File: src/rtl/adc_link_bringup_ctrl_if.sv
// Control and status bundle for the AD9081 JESD204C link bring-up controller.
// The slave side is the controller; the master side is whoever drives
// start/abort and supplies the SYSREF and link status.
interface adc_link_bringup_ctrl_if;
    logic        start;
    logic        abort;
    logic        sysref_in;
    logic        link_up;
    logic        rstb;
    logic        hmc_sync;
    logic [1:0]  rxen;
    logic [1:0]  txen;
    logic        busy;
    logic        ready;
    logic        error;
    logic [2:0]  state;
    logic [3:0]  retry_cnt;
    logic [15:0] drop_cnt;

    modport master (
        output start, abort, sysref_in, link_up,
        input  rstb, hmc_sync, rxen, txen, busy, ready, error, state, retry_cnt, drop_cnt
    );

    modport slave (
        input  start, abort, sysref_in, link_up,
        output rstb, hmc_sync, rxen, txen, busy, ready, error, state, retry_cnt, drop_cnt
    );
endinterface

File: src/rtl/adc_link_bringup_ctrl.sv
// AD9081 JESD204C link bring-up sequencer: device reset, settle, HMC sync
// pulse, SYSREF qualification and link-up qualification. A failed attempt
// (timeout or link loss) is retried up to MAX_RETRIES times before FAULT.
module adc_link_bringup_ctrl #(
    parameter int RST_CYCLES    = 1000,
    parameter int SETTLE_CYCLES = 10000,
    parameter int SYNC_CYCLES   = 16,
    parameter int SYSREF_COUNT  = 4,
    parameter int LINK_STABLE   = 8,
    parameter int LINK_TIMEOUT  = 1000000,
    parameter int MAX_RETRIES   = 3,
    parameter int TX_ENABLE     = 1
) (
    input  logic                   axil_aclk,
    input  logic                   axil_areset_n,
    adc_link_bringup_ctrl_if.slave bus
);

    typedef enum logic [2:0] {
        S_IDLE        = 3'd0,
        S_RESET       = 3'd1,
        S_SETTLE      = 3'd2,
        S_SYNC        = 3'd3,
        S_SYSREF_WAIT = 3'd4,
        S_LINK_WAIT   = 3'd5,
        S_RUNNING     = 3'd6,
        S_FAULT       = 3'd7
    } state_e;

    // One phase counter is shared by RESET/SETTLE/SYNC; it must hold the longest.
    localparam int PMAX = (RST_CYCLES > SETTLE_CYCLES) ?
                          ((RST_CYCLES > SYNC_CYCLES) ? RST_CYCLES : SYNC_CYCLES) :
                          ((SETTLE_CYCLES > SYNC_CYCLES) ? SETTLE_CYCLES : SYNC_CYCLES);
    localparam int PW = $clog2(PMAX + 1);
    localparam int TW = (LINK_TIMEOUT > 0) ? $clog2(LINK_TIMEOUT + 1) : 1;
    localparam int EW = (SYSREF_COUNT > 0) ? $clog2(SYSREF_COUNT + 1) : 1;
    localparam int SW = (LINK_STABLE > 0)  ? $clog2(LINK_STABLE + 1)  : 1;

    state_e          state_q, state_d;
    logic [PW-1:0]   cnt_q, cnt_d;
    logic [TW-1:0]   att_q, att_d;
    logic [EW-1:0]   edge_q, edge_d;
    logic [SW-1:0]   stab_q, stab_d;
    logic            sref_prev_q, sref_prev_d;
    logic [3:0]      retry_q, retry_d;
    logic [15:0]     drop_q, drop_d;
    logic            err_q, err_d;
    logic            rstb_q, rstb_d;
    logic            hmc_q, hmc_d;
    logic [1:0]      rxen_q, rxen_d;
    logic [1:0]      txen_q, txen_d;
    logic            busy_q, busy_d;
    logic            ready_q, ready_d;
    logic            retry_go;
    logic            sref_rise;
    logic            timeout;

    // Next-state, counters and the registered output decode of the state being entered.
    always_comb begin
        state_d     = state_q;
        cnt_d       = cnt_q;
        att_d       = att_q;
        edge_d      = edge_q;
        stab_d      = stab_q;
        sref_prev_d = sref_prev_q;
        retry_d     = retry_q;
        drop_d      = drop_q;
        err_d       = err_q;
        retry_go    = 1'b0;
        sref_rise   = bus.sysref_in & ~sref_prev_q;
        timeout     = (att_q == TW'(LINK_TIMEOUT - 1));

        case (state_q)
            S_IDLE, S_FAULT: begin
                if (bus.start) begin
                    state_d = S_RESET;
                    err_d   = 1'b0;
                    retry_d = '0;
                end
            end
            S_RESET: begin
                cnt_d = cnt_q + 1'b1;
                if (cnt_q == PW'(RST_CYCLES - 1)) state_d = S_SETTLE;
            end
            S_SETTLE: begin
                cnt_d = cnt_q + 1'b1;
                if (cnt_q == PW'(SETTLE_CYCLES - 1)) state_d = S_SYNC;
            end
            S_SYNC: begin
                cnt_d = cnt_q + 1'b1;
                if (cnt_q == PW'(SYNC_CYCLES - 1)) state_d = S_SYSREF_WAIT;
            end
            S_SYSREF_WAIT: begin
                att_d       = att_q + 1'b1;
                sref_prev_d = bus.sysref_in;
                if (sref_rise) edge_d = edge_q + 1'b1;
                // the qualifying edge beats a coincident timeout
                if (sref_rise && edge_q == EW'(SYSREF_COUNT - 1)) state_d = S_LINK_WAIT;
                else if (timeout)                                  retry_go = 1'b1;
            end
            S_LINK_WAIT: begin
                att_d  = att_q + 1'b1;
                stab_d = bus.link_up ? stab_q + 1'b1 : '0;
                if (bus.link_up && stab_q == SW'(LINK_STABLE - 1)) state_d = S_RUNNING;
                else if (timeout)                                   retry_go = 1'b1;
            end
            S_RUNNING: begin
                if (!bus.link_up) begin
                    if (drop_q != 16'hFFFF) drop_d = drop_q + 1'b1;
                    retry_go = 1'b1;
                end
            end
            default: ;
        endcase

        if (retry_go) begin
            if (retry_q < 4'(MAX_RETRIES)) begin
                retry_d = retry_q + 1'b1;
                state_d = S_RESET;
            end else begin
                state_d = S_FAULT;
            end
        end

        if (state_d == S_FAULT) err_d = 1'b1;

        // abort overrides everything but leaves the status history intact
        if (bus.abort) begin
            state_d = S_IDLE;
            retry_d = retry_q;
            err_d   = err_q;
            drop_d  = drop_q;
        end

        // every state starts with fresh counters; the attempt timer spans SYSREF_WAIT+LINK_WAIT
        if (state_d != state_q) begin
            cnt_d       = '0;
            edge_d      = '0;
            stab_d      = '0;
            sref_prev_d = 1'b0;
            if (state_d == S_SYSREF_WAIT) att_d = '0;
        end

        rstb_d  = (state_d == S_SETTLE) || (state_d == S_SYNC) || (state_d == S_SYSREF_WAIT) ||
                  (state_d == S_LINK_WAIT) || (state_d == S_RUNNING);
        hmc_d   = (state_d == S_SYNC);
        rxen_d  = ((state_d == S_LINK_WAIT) || (state_d == S_RUNNING)) ? 2'b11 : 2'b00;
        txen_d  = (TX_ENABLE != 0) ? rxen_d : 2'b00;
        busy_d  = (state_d == S_RESET) || (state_d == S_SETTLE) || (state_d == S_SYNC) ||
                  (state_d == S_SYSREF_WAIT) || (state_d == S_LINK_WAIT);
        ready_d = (state_d == S_RUNNING);
    end

    // State, counters and output registers with synchronous active-low reset.
    always_ff @(posedge axil_aclk) begin
        if (!axil_areset_n) begin
            state_q     <= S_IDLE;
            cnt_q       <= '0;
            att_q       <= '0;
            edge_q      <= '0;
            stab_q      <= '0;
            sref_prev_q <= 1'b0;
            retry_q     <= '0;
            drop_q      <= '0;
            err_q       <= 1'b0;
            rstb_q      <= 1'b0;
            hmc_q       <= 1'b0;
            rxen_q      <= 2'b00;
            txen_q      <= 2'b00;
            busy_q      <= 1'b0;
            ready_q     <= 1'b0;
        end else begin
            state_q     <= state_d;
            cnt_q       <= cnt_d;
            att_q       <= att_d;
            edge_q      <= edge_d;
            stab_q      <= stab_d;
            sref_prev_q <= sref_prev_d;
            retry_q     <= retry_d;
            drop_q      <= drop_d;
            err_q       <= err_d;
            rstb_q      <= rstb_d;
            hmc_q       <= hmc_d;
            rxen_q      <= rxen_d;
            txen_q      <= txen_d;
            busy_q      <= busy_d;
            ready_q     <= ready_d;
        end
    end

    assign bus.rstb      = rstb_q;
    assign bus.hmc_sync  = hmc_q;
    assign bus.rxen      = rxen_q;
    assign bus.txen      = txen_q;
    assign bus.busy      = busy_q;
    assign bus.ready     = ready_q;
    assign bus.error     = err_q;
    assign bus.state     = state_q;
    assign bus.retry_cnt = retry_q;
    assign bus.drop_cnt  = drop_q;

endmodule
File: src/flat_wrapper.sv
// flat-port wrapper written by rule: the top's interface ports become plain ports
module adc_link_bringup_ctrl_flat 
#(
    parameter int RST_CYCLES    = 1000,
    parameter int SETTLE_CYCLES = 10000,
    parameter int SYNC_CYCLES   = 16,
    parameter int SYSREF_COUNT  = 4,
    parameter int LINK_STABLE   = 8,
    parameter int LINK_TIMEOUT  = 1000000,
    parameter int MAX_RETRIES   = 3,
    parameter int TX_ENABLE     = 1
)
  (axil_aclk, axil_areset_n, bus_start, bus_abort, bus_sysref_in, bus_link_up, bus_rstb, bus_hmc_sync, bus_rxen, bus_txen, bus_busy, bus_ready, bus_error, bus_state, bus_retry_cnt, bus_drop_cnt);
  adc_link_bringup_ctrl_if bus_i ();
  input  logic axil_aclk;
  input  logic axil_areset_n;
  input wire logic [$bits(bus_i.start)-1:0] bus_start;
  input wire logic [$bits(bus_i.abort)-1:0] bus_abort;
  input wire logic [$bits(bus_i.sysref_in)-1:0] bus_sysref_in;
  input wire logic [$bits(bus_i.link_up)-1:0] bus_link_up;
  output wire logic [$bits(bus_i.rstb)-1:0] bus_rstb;
  output wire logic [$bits(bus_i.hmc_sync)-1:0] bus_hmc_sync;
  output wire logic [$bits(bus_i.rxen)-1:0] bus_rxen;
  output wire logic [$bits(bus_i.txen)-1:0] bus_txen;
  output wire logic [$bits(bus_i.busy)-1:0] bus_busy;
  output wire logic [$bits(bus_i.ready)-1:0] bus_ready;
  output wire logic [$bits(bus_i.error)-1:0] bus_error;
  output wire logic [$bits(bus_i.state)-1:0] bus_state;
  output wire logic [$bits(bus_i.retry_cnt)-1:0] bus_retry_cnt;
  output wire logic [$bits(bus_i.drop_cnt)-1:0] bus_drop_cnt;
  assign bus_i.start = bus_start;
  assign bus_i.abort = bus_abort;
  assign bus_i.sysref_in = bus_sysref_in;
  assign bus_i.link_up = bus_link_up;
  assign bus_rstb = bus_i.rstb;
  assign bus_hmc_sync = bus_i.hmc_sync;
  assign bus_rxen = bus_i.rxen;
  assign bus_txen = bus_i.txen;
  assign bus_busy = bus_i.busy;
  assign bus_ready = bus_i.ready;
  assign bus_error = bus_i.error;
  assign bus_state = bus_i.state;
  assign bus_retry_cnt = bus_i.retry_cnt;
  assign bus_drop_cnt = bus_i.drop_cnt;
  adc_link_bringup_ctrl #(.RST_CYCLES(RST_CYCLES), .SETTLE_CYCLES(SETTLE_CYCLES), .SYNC_CYCLES(SYNC_CYCLES), .SYSREF_COUNT(SYSREF_COUNT), .LINK_STABLE(LINK_STABLE), .LINK_TIMEOUT(LINK_TIMEOUT), .MAX_RETRIES(MAX_RETRIES), .TX_ENABLE(TX_ENABLE)) u_core (.axil_aclk(axil_aclk), .axil_areset_n(axil_areset_n), .bus(bus_i));
endmodule
File: config.mk
export PLATFORM = sky130hd
export DESIGN_NAME = adc_link_bringup_ctrl_flat
export DESIGN_NICKNAME = d
export VERILOG_FILES = /design/src/rtl/adc_link_bringup_ctrl_if.sv /design/src/rtl/adc_link_bringup_ctrl.sv /design/src/flat_wrapper.sv
export SDC_FILE = /design/constraint.sdc
export NUM_CORES = 1
export LEC_CHECK = 0
export CORE_MARGIN = 2
export CORE_UTILIZATION = 50
export DETAILED_ROUTE_END_ITERATION = 12
export GPL_TIMING_DRIVEN = 0
export HOLD_SLACK_MARGIN = 0.12
export PLACE_DENSITY = 0.8
export SKIP_CTS_REPAIR_TIMING = 1
export SLEW_MARGIN = 20
export SYNTH_ARGS = -nofsm -noshare
export SYNTH_HDL_FRONTEND = slang
export SYNTH_SLANG_ARGS = --single-unit
File: constraint.sdc
create_clock -name axil_aclk -period 5.1 [get_ports axil_aclk]
set_clock_uncertainty 0.05 [all_clocks]
set_input_delay 0.51 -clock axil_aclk [delete_from_list [all_inputs] [get_ports axil_aclk]]
set_output_delay 0.51 -clock axil_aclk [all_outputs]
set_load 0.1 [all_outputs]
==> results.md, run 1 <==
* DP Area at 0.00404 sq mm
* Max Cap Violations at 0
* Total negative slack at 0 ns
* Yosys Warn Count at 0
* Initial antenna violation count at 0
* Maximum vdd drop at roughly 0.18 mV
* CTS Buffer Depth at 2
* CP Class: register to register
* End of the worst hold path: u_core.bus.error
* Die Y at approximately 88 um
* Drt first-iter violations at between 100 and 150
* XOR/XNOR Fraction of Synth Area at 0.119
* CP max stage cell: or4_1
* IO Port Bufs at 37
* Clk pin slew, worst setup/hold paths at 0.07 ns
* Syn-to-layout area delta at 19.2%
* Status: completed
* Diode count at 0
* HP Start: u_core.bus.error
* EDFF count, synth at 0
* Initial Util at 0.519
* Cell variety after synth at 59
* Clk_lat worst skew at ~0.35 ns
* Worst Hold Class: register to register
* Post-layout minimum cycle time at roughly 2.7 ns
* Syn Area/Cell at 8.77 sq um
* Grt ovf at 0
* Final setup viols at 0
* Post-synth ARST share at 0
* Vias per Instance at around 5.3
* P per Cell Area at 247 mW/mm^2
* Total global-route track usage at 0.195
* Syn_nets at 418
* Worst path required time at ~5.3 ns
* Worst path cell trace: or4_1 -> nor4_2 -> nand3_2 -> a2111oi_0 -> o41ai_1 -> nand4_2 -> buf_6 -> nor2_2
* Global-route wire length before repair at 11.9 mm
* Leakage at roughly 1.5 nW
* Top post-synthesis cells by area: dfxtp_1 (40%), xnor2_1 (6.7%), xor2_1 (5.2%), nor2_1 (5.1%), nand2_1 (3.9%)
* Post-route ant nets at 0
* Post-route DRC violation count at 0
* R2r endpoint: u_core.cnt_q[0]
* WP data arrival at approximately 3 ns
* Initial DRT Pass Iterations at 4
* CP max stage delay at between 0.5 and 0.6 ns
* Startpoint Class: register
* Synth area leader: dfxtp_1
* Post-Syn Area at about 0.0035 sq mm
* Final std cells w/o fill at approximately 550
* Period utilization at 0.535
* Clock tree from TritonCTS: built
* Die width at between 80 and 90 um
* Main combinational cell family by area after synthesis: simple AND/OR/NAND/NOR gates
* Number of synthesized register bits at slightly above 70
* Complex-gate fraction of the synthesized area at 0.0709
* DR WL/cell at around 13 um
* Hold Crit Depth at 2
* Max Freq at approximately 370 MHz
* Top-Level Pins at 38
* Worst reg-to-reg setup slack at about 2.4 ns
* Post-Route WL at approximately 7.1 mm
* Net count, final at around 470
* Synth Area in Simple Gates at 0.328
* Rel. slew slack at 0.342
* Number of clock sinks at between 70 and 80
* R2R Path Start: u_core.att_q[6]
* Register area share after synthesis at 0.401
* Multiplexer area fraction after synthesis at 0.0173
* Worst-margin pin slew at 0.985 ns
* Pin count of the biggest net entering global routing at 12
* Total Die Area at 0.00778 sq mm
* Max-slew violation count at 0
* R2R depth at 8
* RD Place Congestion at roughly 0.84
* Syn Inst Count at a little over 400
* Root Driver: clkbuf_8
* Synth top area share at 0.401
* Number of global-route vias before repair at around 2700
* Final hold vios at 0
* Site Rows at 30
* CP endpoint kind: register
* TritonCTS Buffers at 9
* Final Cell Area at approximately 0.0042 sq mm
* Core region area at slightly below 0.007 sq mm
* Post-Synth Adder-Cell Area at 0.0282
* H-tree Lvls at 3
* RSZ-0062 raised after global routing: no
* Vias at roughly 2900
* Crit-path max FO at 10
* Layout cells sized above 1 at 0.138
* Post-DP HPWL at between 5 and 6 mm
* Placed cell count at 537
* WHS at between 0.4 and 0.5 ns
* Top_reg_cell synth: dfxtp_1
-- layer usage --
layer,track usage,wire length (um)
met5,0,0
met4,0.0661,80
met3,0.0566,271
met2,0.316,3390
met1,0.248,3320
-- critical path, delay by kind of cell, from the launching register on --
family	cells	cell delay (ns)
simple gates	5	1.35
buf+inv	1	0.20
compound gates	2	0.66
flops	1	0.35
-- final cells by class --
type	instances	area, sq um
repair buffers	37	370
clock buffers	13	149
clock inverters	3	42.5
multi-input cells	308	2000
flip-flops and latches	71	1420
inverters	10	37.5
well taps	96	120
plain buffers	15	90.1
fillers	594	2610
-- cells by family after synthesis --
kind of cell    after synthesis
xor+xnor                     48
simple gates                212
fa+ha+maj                     8
buf+inv                      25
compound gates               34
flops                        71
mux                           6
-- power by group --
group          leakage, nW  total (W)  switching [W]  internal, W
sequential           0.572   0.000557     0.00000157     0.000555
combinational        0.839  0.0000467      0.0000313    0.0000155
clock               0.0936   0.000441       0.000202     0.000239
total                 1.50    0.00104       0.000235     0.000810
-- registers in the layout, indices dropped and copies added, names as in the netlist, 3 cells and up --
register / flops
u_core.att_q: 20
u_core.bus.drop_cnt: 16
u_core.bus.retry_cnt: 4
u_core.stab_q: 4
u_core.edge_q: 3
u_core.bus.state: 3
u_core.cnt_q: 14
-- how the worst max path moves through the flow --
stage	start	to	slack [ns]	cells past startpoint
2_1_floorplan	u_core.bus.state[2]	u_core.cnt_q[4]	2.30	9
3_3_place_gp	bus_link_up	u_core.edge_q[0]	2.17	9
3_5_place_dp	bus_link_up	u_core.edge_q[1]	2.13	9
4_1_cts	u_core.att_q[6]	u_core.cnt_q[0]	2.38	8
5_1_grt	u_core.bus.state[1]	u_core.bus.drop_cnt[9]	2.03	7
6_report	u_core.att_q[6]	u_core.cnt_q[0]	2.37	8
-- synth_stat cells, drive strengths merged (5+ instances only) --
master	count
and3	7
and4	7
nand2	37
nand3	27
buf	12
ha	8
a21oi	7
xnor2	27
nor3	10
xor2	21
inv	10
o21ai	7
and2	19
dfxtp	71
mux2i	5
nand4	10
nor2	69
-- stage by stage --
step	util	setup WS (ns)	power [W]
after floorplan	-	2.30	0.000602
final	0.619	2.37	0.00104
after global routing	0.619	2.03	0.00108
after detailed placement	0.591	2.13	0.000616
after CTS	0.619	2.38	0.00105
after global placement	0.591	2.17	0.000615
-- placed cells by master (no fill, tap or decap), drive strengths merged, types with 2 or more instances in the layout --
cell type and count:
inv 10, nor2 69, o21ai 7, ha 8, xor2 21, nand2 37, xnor2 27, nor4 4
a221oi 2, a21oi 7, dfxtp 71, clkbuf 16, nand3 27, and4 7, nand4 10, mux2i 5
and2 19, nor3 10, nor2b 3, buf 12, a21boi 3, and3 7, or4 4, nand4b 4
o211ai 2, clkdlybuf4s50 37, nand3b 2, a31oi 2, or2 2
Note: power is estimated with default switching activity, not from simulation.
==> inputs of run 2 (changes only) <==
--- a/config.mk
+++ b/config.mk
@@ -10,7 +10,7 @@
 export DETAILED_ROUTE_END_ITERATION = 12
 export GPL_TIMING_DRIVEN = 0
 export HOLD_SLACK_MARGIN = 0.12
-export PLACE_DENSITY = 0.8
+export PLACE_DENSITY = 0.83
 export SKIP_CTS_REPAIR_TIMING = 1
 export SLEW_MARGIN = 20
 export SYNTH_ARGS = -nofsm -noshare
==> constraint.sdc (replaced) <==
create_clock -name axil_aclk -period 2.2 [get_ports axil_aclk]
set_clock_uncertainty 0.05 [all_clocks]
set_input_delay 0.22 -clock axil_aclk [delete_from_list [all_inputs] [get_ports axil_aclk]]
set_output_delay 0.22 -clock axil_aclk [all_outputs]
set_load 0.1 [all_outputs]
==> run 2 against run 1 <==
Effect of this change: the run now ends with negative setup slack left; die area is the same; global-route usage increased by 0.36 points; via count up 3.4%; core utilization is 5.0 points higher.
==> results.md, run 2 (synthesis results as in run 1) <==
* Clock tree from TritonCTS: built
* Net count, final at 474 (+1.7%)
* Clk network pwr share at 0.417 (-0.005)
* Worst-margin pin slew at 0.988 ns (+0.00369 ns)
* Register share of total power at 0.527 (-0.006)
* Grt ovf at 0 (unchanged)
* Period utilization at 1.18 (+0.644)
* Failing checks: negative setup slack
* Sequential cell area at 0.00149 sq mm (+4.5%)
* Drt first-iter violations at 174 (+31%)
* Diode count at 0 (unchanged)
* IO Port Bufs at 37 (unchanged)
* CP max stage cell: or4_4
* TritonCTS Buffers at 9 (unchanged)
* Status: finished, violations left
* Internal power at 0.00185 W (+130%)
* Core region area at 0.00683 sq mm (unchanged)
* Die width at 88.2 um (unchanged)
* Total Die Area at 0.00778 sq mm (unchanged)
* R2r endpoint: u_core.cnt_q[13]
* Root Driver: clkbuf_8
* Global-route wire length before repair at 12.1 mm (+2.0%)
* Initial Util at 0.519 (unchanged)
* DP Area at 0.00413 sq mm (+2.4%)
* Number of clock sinks at 71 (unchanged)
* Rel. slew slack at 0.340 (-0.00148)
* FILL cells at 559 (-5.9%)
* Post-Route WL at 7.84 mm (+11%)
* Initial antenna violation count at 0 (unchanged)
* Vias at 3032 (+3.4%)
* RSZ-0062 raised after global routing: yes
* H-tree Lvls at 3 (unchanged)
* Final std cells w/o fill at 561 (+1.4%)
* Final hold vios at 0 (unchanged)
* Final worst setup slack at -0.395 ns (-2.77 ns)
* Switch Pwr at 0.000572 W (+140%)
* Worst path cell trace: or4_4 -> nor4_4 -> o31a_2 -> a31oi_2 -> o41ai_2 -> nand4_2 -> buf_6 -> buf_8 -> nor2_2
* RD Place Congestion at 0.829 (-0.78%)
* WHS at 0.439 ns (+0.00532 ns)
* Initial DRT Pass Iterations at 4 (unchanged)
* Top cell family by delay on the critical path: simple AND/OR/NAND/NOR gates
* Startpoint Class: register
* Max Cap Violations at 0 (unchanged)
* CTS Buffer Depth at 2 (unchanged)
* Total global-route track usage at 0.198 (+0.00358)
* Post-route ant nets at 0 (unchanged)
* R2R Path Start: u_core.cnt_q[11]
* Max-slew violation count at 0 (unchanged)
* Max reg flops at 20 (unchanged)
* Layout cells sized above 1 at 0.258 (+0.120)
* End of the worst hold path: u_core.bus.error
* HP Start: u_core.bus.error
* Biggest register: u_core.att_q
* Maximum vdd drop at 0.413 mV (+130%)
* R2R depth at 9 (+1)
* Vias per Instance at 5.40 (+2.0%)
* Worst path required time at 2.44 ns (-2.86 ns)
* Worst reg-to-reg setup slack at -0.40 ns (-2.77 ns)
* Post-layout minimum cycle time at 2.60 ns (-0.135 ns)
* CP Class: register to register
* Leakage at 1.76 nW (+17%)
* Switching share of power at 0.237 (+0.0120)
* Hold Crit Depth at 2 (unchanged)
* Post-DP HPWL at 5.28 mm (+0.57%)
* Final Cell Area at 0.00457 sq mm (+8.1%)
* Top-Level Pins at 38 (unchanged)
* Post-route DRC violation count at 0 (unchanged)
* Placed cell count at 537 (unchanged)
* P per Cell Area at 529 mW/mm^2 (+110%)
* Worst Hold Class: register to register
* Pin count of the biggest net entering global routing at 13 (+1)
* Final setup viols at 32 (+32)
* Multi-input gate area at 0.00216 sq mm (+8.4%)
* CP bufs+invs at 2 (+1)
* CP endpoint kind: register
* Pre-CTS setup slack at -0.429 ns (-2.55 ns)
* DR WL/cell at 14.0 um (+9.4%)
* CP max stage delay at 0.58 ns (+0.04 ns)
* Most frequent cells in the layout: nor2_1 (46), dfxtp_1 (46), nand2_1 (36)
* Number of global-route vias before repair at 2713 (+1.9%)
* Max Freq at 385 MHz (+5.2%)
* Syn-to-layout area delta at 28.8%
* WP data arrival at 2.84 ns (-0.09 ns)
* Crit-path max FO at 10 (unchanged)
* Die Y at 88.2 um (unchanged)
* Clk pin slew, worst setup/hold paths at 0.07 ns (about the same)
* Clk_lat worst skew at 0.36 ns (about the same)
* Comb power frac at 0.056 (+0.011)
* Site Rows at 30 (unchanged)
## run 2: power by group through the flow
stage	sequential, W	clock, W	combinational [W]
after detailed placement	0.00131	0	0.000108
final	0.00127	0.00101	0.000134
after global routing	0.00127	0.00108	0.000143
after CTS	0.00128	0.00103	0.000108
after floorplan	0.00132	0	0.0000619
after global placement	0.00131	0	0.000106
## run 2: worst max path at each step
stage | from | endpoint | cells past startpoint
after floorplan | u_core.att_q[6] | u_core.bus.retry_cnt[0] | 7
after global placement | bus_link_up | u_core.cnt_q[7] | 9
after detailed placement | bus_link_up | u_core.cnt_q[5] | 9
after CTS | u_core.cnt_q[4] | u_core.cnt_q[5] | 8
after global routing | u_core.cnt_q[11] | u_core.edge_q[0] | 9
final | u_core.cnt_q[11] | u_core.cnt_q[13] | 9
## run 2: layer usage
layer	vias up	wire (um)	global-route usage
met5	-	0	0
met4	0	126	0.0799
met3	13	360	0.0490
met2	75	3830	0.327
met1	1434	3530	0.248
li1	1510	-	-
## run 2: worst register-to-register path, delay by kind of cell, from the launching register on
kind	cells	cell delay, ns
buffers and inverters	2	0.32
AO/OA/AOI/OAI	3	0.69
flip-flops	1	0.35
AND/OR/NAND/NOR	4	1.13
## run 2: cell type report
cell class | instances | share of cell area
clock buffers | 12 | 0.0296
plain buffers | 14 | 0.0216
multi-input cells | 308 | 0.474
flip-flops and latches | 71 | 0.325
clock inverters | 4 | 0.0101
inverters | 10 | 0.00822
repair buffers | 46 | 0.105
well taps | 96 | 0.0263
## run 2: stage by stage
stage | util | power (W) | TNS, ns
3_5_place_dp | 0.605 | 0.00141 | -17.82
4_1_cts | 0.631 | 0.00241 | -17.20
6_report | 0.668 | 0.00242 | -10.22
2_1_floorplan | - | 0.00138 | -1.58
5_1_grt | 0.668 | 0.00250 | -15.01
3_3_place_gp | 0.605 | 0.00141 | -15.89
==> inputs of run 3 (changes only) <==
--- a/config.mk
+++ b/config.mk
@@ -11,6 +11,7 @@
 export GPL_TIMING_DRIVEN = 0
 export HOLD_SLACK_MARGIN = 0.12
 export PLACE_DENSITY = 0.83
+export REMOVE_ABC_BUFFERS = 1
 export SKIP_CTS_REPAIR_TIMING = 1
 export SLEW_MARGIN = 20
 export SYNTH_ARGS = -nofsm -noshare
==> run 3 against run 2 <==
Effect of this change: the run still ends with negative setup slack left; global-route usage down 0.85 points; cell area up 6.5%; first-iteration DRC count up 38%; worst setup slack worse by 0.24 ns; register-to-register slack worse by 0.24 ns; critical endpoint unchanged; flip-flop and latch count unchanged.
==> results.md, run 3 (synthesis results as in run 1) <==
* Top-Level Pins at 38 (unchanged)
* Total global-route track usage at 0.190 (-0.00854)
* Total Die Area at 0.00778 sq mm (unchanged)
* Worst-margin pin slew at 1.17 ns (+0.178 ns)
* Post-DP HPWL at 5.02 mm (-4.9%)
* Final setup viols at 56 (+75%)
* Net count, final at 474 (unchanged)
* CP Class: register to register
* Final worst setup slack at -0.634 ns (-0.239 ns)
* Startpoint Class: register
* Failing checks: negative setup slack
* Initial DRT Pass Iterations at 5 (+1)
* Post-route ant nets at 0 (unchanged)
* Period utilization at 1.29 (+0.109)
* Initial antenna violation count at 0 (unchanged)
* Most frequent cells in the layout: dfxtp_1 (58), nor2_1 (38), nand2_1 (34)
* Post-Route WL at 10.2 mm (+31%)
* Layout cells sized above 1 at 0.265 (+0.00645)
* Clk pin slew, worst setup/hold paths at 0.08 ns (about the same)
* WP data arrival at 3.08 ns (+0.24 ns)
* IO Port Bufs at 37 (unchanged)
* Maximum vdd drop at 0.457 mV (+11%)
* Vias per Instance at 5.87 (+8.6%)
* Initial Util at 0.519 (unchanged)
* Post-layout minimum cycle time at 2.83 ns (+0.239 ns)
* Worst Hold Class: register to register
* Diode count at 0 (unchanged)
* CP endpoint kind: register
* H-tree Lvls at 3 (unchanged)
* Final std cells w/o fill at 561 (unchanged)
* CTS Buffer Depth at 2 (unchanged)
* Post-route DRC violation count at 0 (unchanged)
* Site Rows at 30 (unchanged)
* Number of clock sinks at 71 (unchanged)
* Global-route wire length before repair at 11.8 mm (-2.5%)
* Core region area at 0.00683 sq mm (unchanged)
* Syn-to-layout area delta at 37.2%
* Die Y at 88.2 um (unchanged)
* Final hold vios at 0 (unchanged)
* Total negative slack at -18.70 ns (-8.48 ns)
* Clk_lat worst skew at 0.36 ns (about the same)
* TritonCTS Buffers at 9 (unchanged)
* Max Freq at 353 MHz (-8.4%)
* Max Cap Violations at 0 (unchanged)
* Root Driver: clkbuf_8
* Number of global-route vias before repair at 2674 (-1.4%)
* Fin util at 0.712 (+0.0436)
* Status: finished, violations left
* Commonest non-fill, non-tap cell in the layout: dfxtp_1
* Placed cell count at 522 (-2.8%)
* Crit-path max FO at 20 (+10)
* Clock tree from TritonCTS: built
* Vias at 3293 (+8.6%)
* Rel. slew slack at 0.220 (-0.120)
* P per Cell Area at 544 mW/mm^2 (+2.7%)
* Max reg flops at 20 (unchanged)
* Grt ovf at 0 (unchanged)
* Leakage at 1.88 nW (+7.0%)
* Pin count of the biggest net entering global routing at 26 (+13)
* Biggest register: u_core.att_q
* Worst path required time at 2.44 ns (about the same)
* Drt first-iter violations at 240 (+38%)
* DR WL/cell at 18.3 um (+31%)
* Die width at 88.2 um (unchanged)
* RSZ-0062 raised after global routing: yes
* RD Place Congestion at 0.814 (-1.8%)
* Pre-CTS setup slack at -1.08 ns (-0.649 ns)
* Final Power at 0.00265 W (+9.4%)
* Max-slew violation count at 0 (unchanged)
==> run 3: changes by cell type in the layout (fill, tap and decap cells not counted), moves of 3 or more <==
cell,before,now
dfxtp_4,13,2
nor3_2,4,1
buf_12,0,4
nor2_4,0,13
clkdlybuf4s50_1,30,26
clkbuf_1,5,1
dfxtp_1,46,58
dlymetal6s2s_1,7,11
nor2_2,23,18
nor2_1,46,38
buf_2,3,0
==> run 3: layout make-up <==
cell class,instances,area (sq um)
multi-input combinational,310,2380
sequential,71,1440
timing repair buffer,58,662
fill,472,1970
inverter,10,40.0
clock buffer,11,141
tap,96,120
clock inverter,5,81.3
==> run 3: metal layers <==
| metal | GRT usage | up-vias | part of all wire |
|---|---|---|---|
| li1 | - | 1518 | - |
| met1 | 0.239 | 1588 | 0.39 |
| met2 | 0.323 | 145 | 0.52 |
| met3 | 0.0528 | 42 | 0.056 |
| met4 | 0.0441 | 0 | 0.038 |
| met5 | 0 | - | 0 |
==> run 3: worst paths after layout <==
| path | slack [ns] | from | endpoint | depth (start not counted) |
|---|---|---|---|---|
| worst max-delay path | -0.63 | u_core.bus.state[2] | u_core.cnt_q[13] | 9 |
| worst min-delay path | 0.45 | u_core.bus.error | u_core.bus.error | 2 |
| worst max register to register | -0.63 | u_core.bus.state[2] | u_core.cnt_q[13] | 9 |
| worst min register to register | 0.45 | u_core.bus.error | u_core.bus.error | 2 |
==> run 3: critical path: stages, from the launching register on <==
cell       delay (ns)
dfxtp_4          0.44
inv_1            0.23
o21ai_0          0.15
a221oi_1         0.63
a31oi_4          0.18
o41ai_4          0.36
buf_4            0.19
nand4_4          0.15
clkbuf_16        0.27
nor2_2           0.10
==> run 3: power by group <==
group | leakage, nW | switching, W | internal, W | total, W
clock | 0.110 | 0.000505 | 0.000669 | 0.00117
combinational | 1.19 | 0.000107 | 0.0000750 | 0.000182
sequential | 0.579 | 0.00000550 | 0.00128 | 0.00129
==> run 3: per-stage QoR <==
stage | hold WS (ns) | cell area, sq um
3_5_place_dp | 0.411 | 3960
6_report | 0.450 | 4860
5_1_grt | 0.468 | 4860
2_1_floorplan | 0.292 | 3450
4_1_cts | 0.424 | 4180
3_3_place_gp | 0.406 | 3950
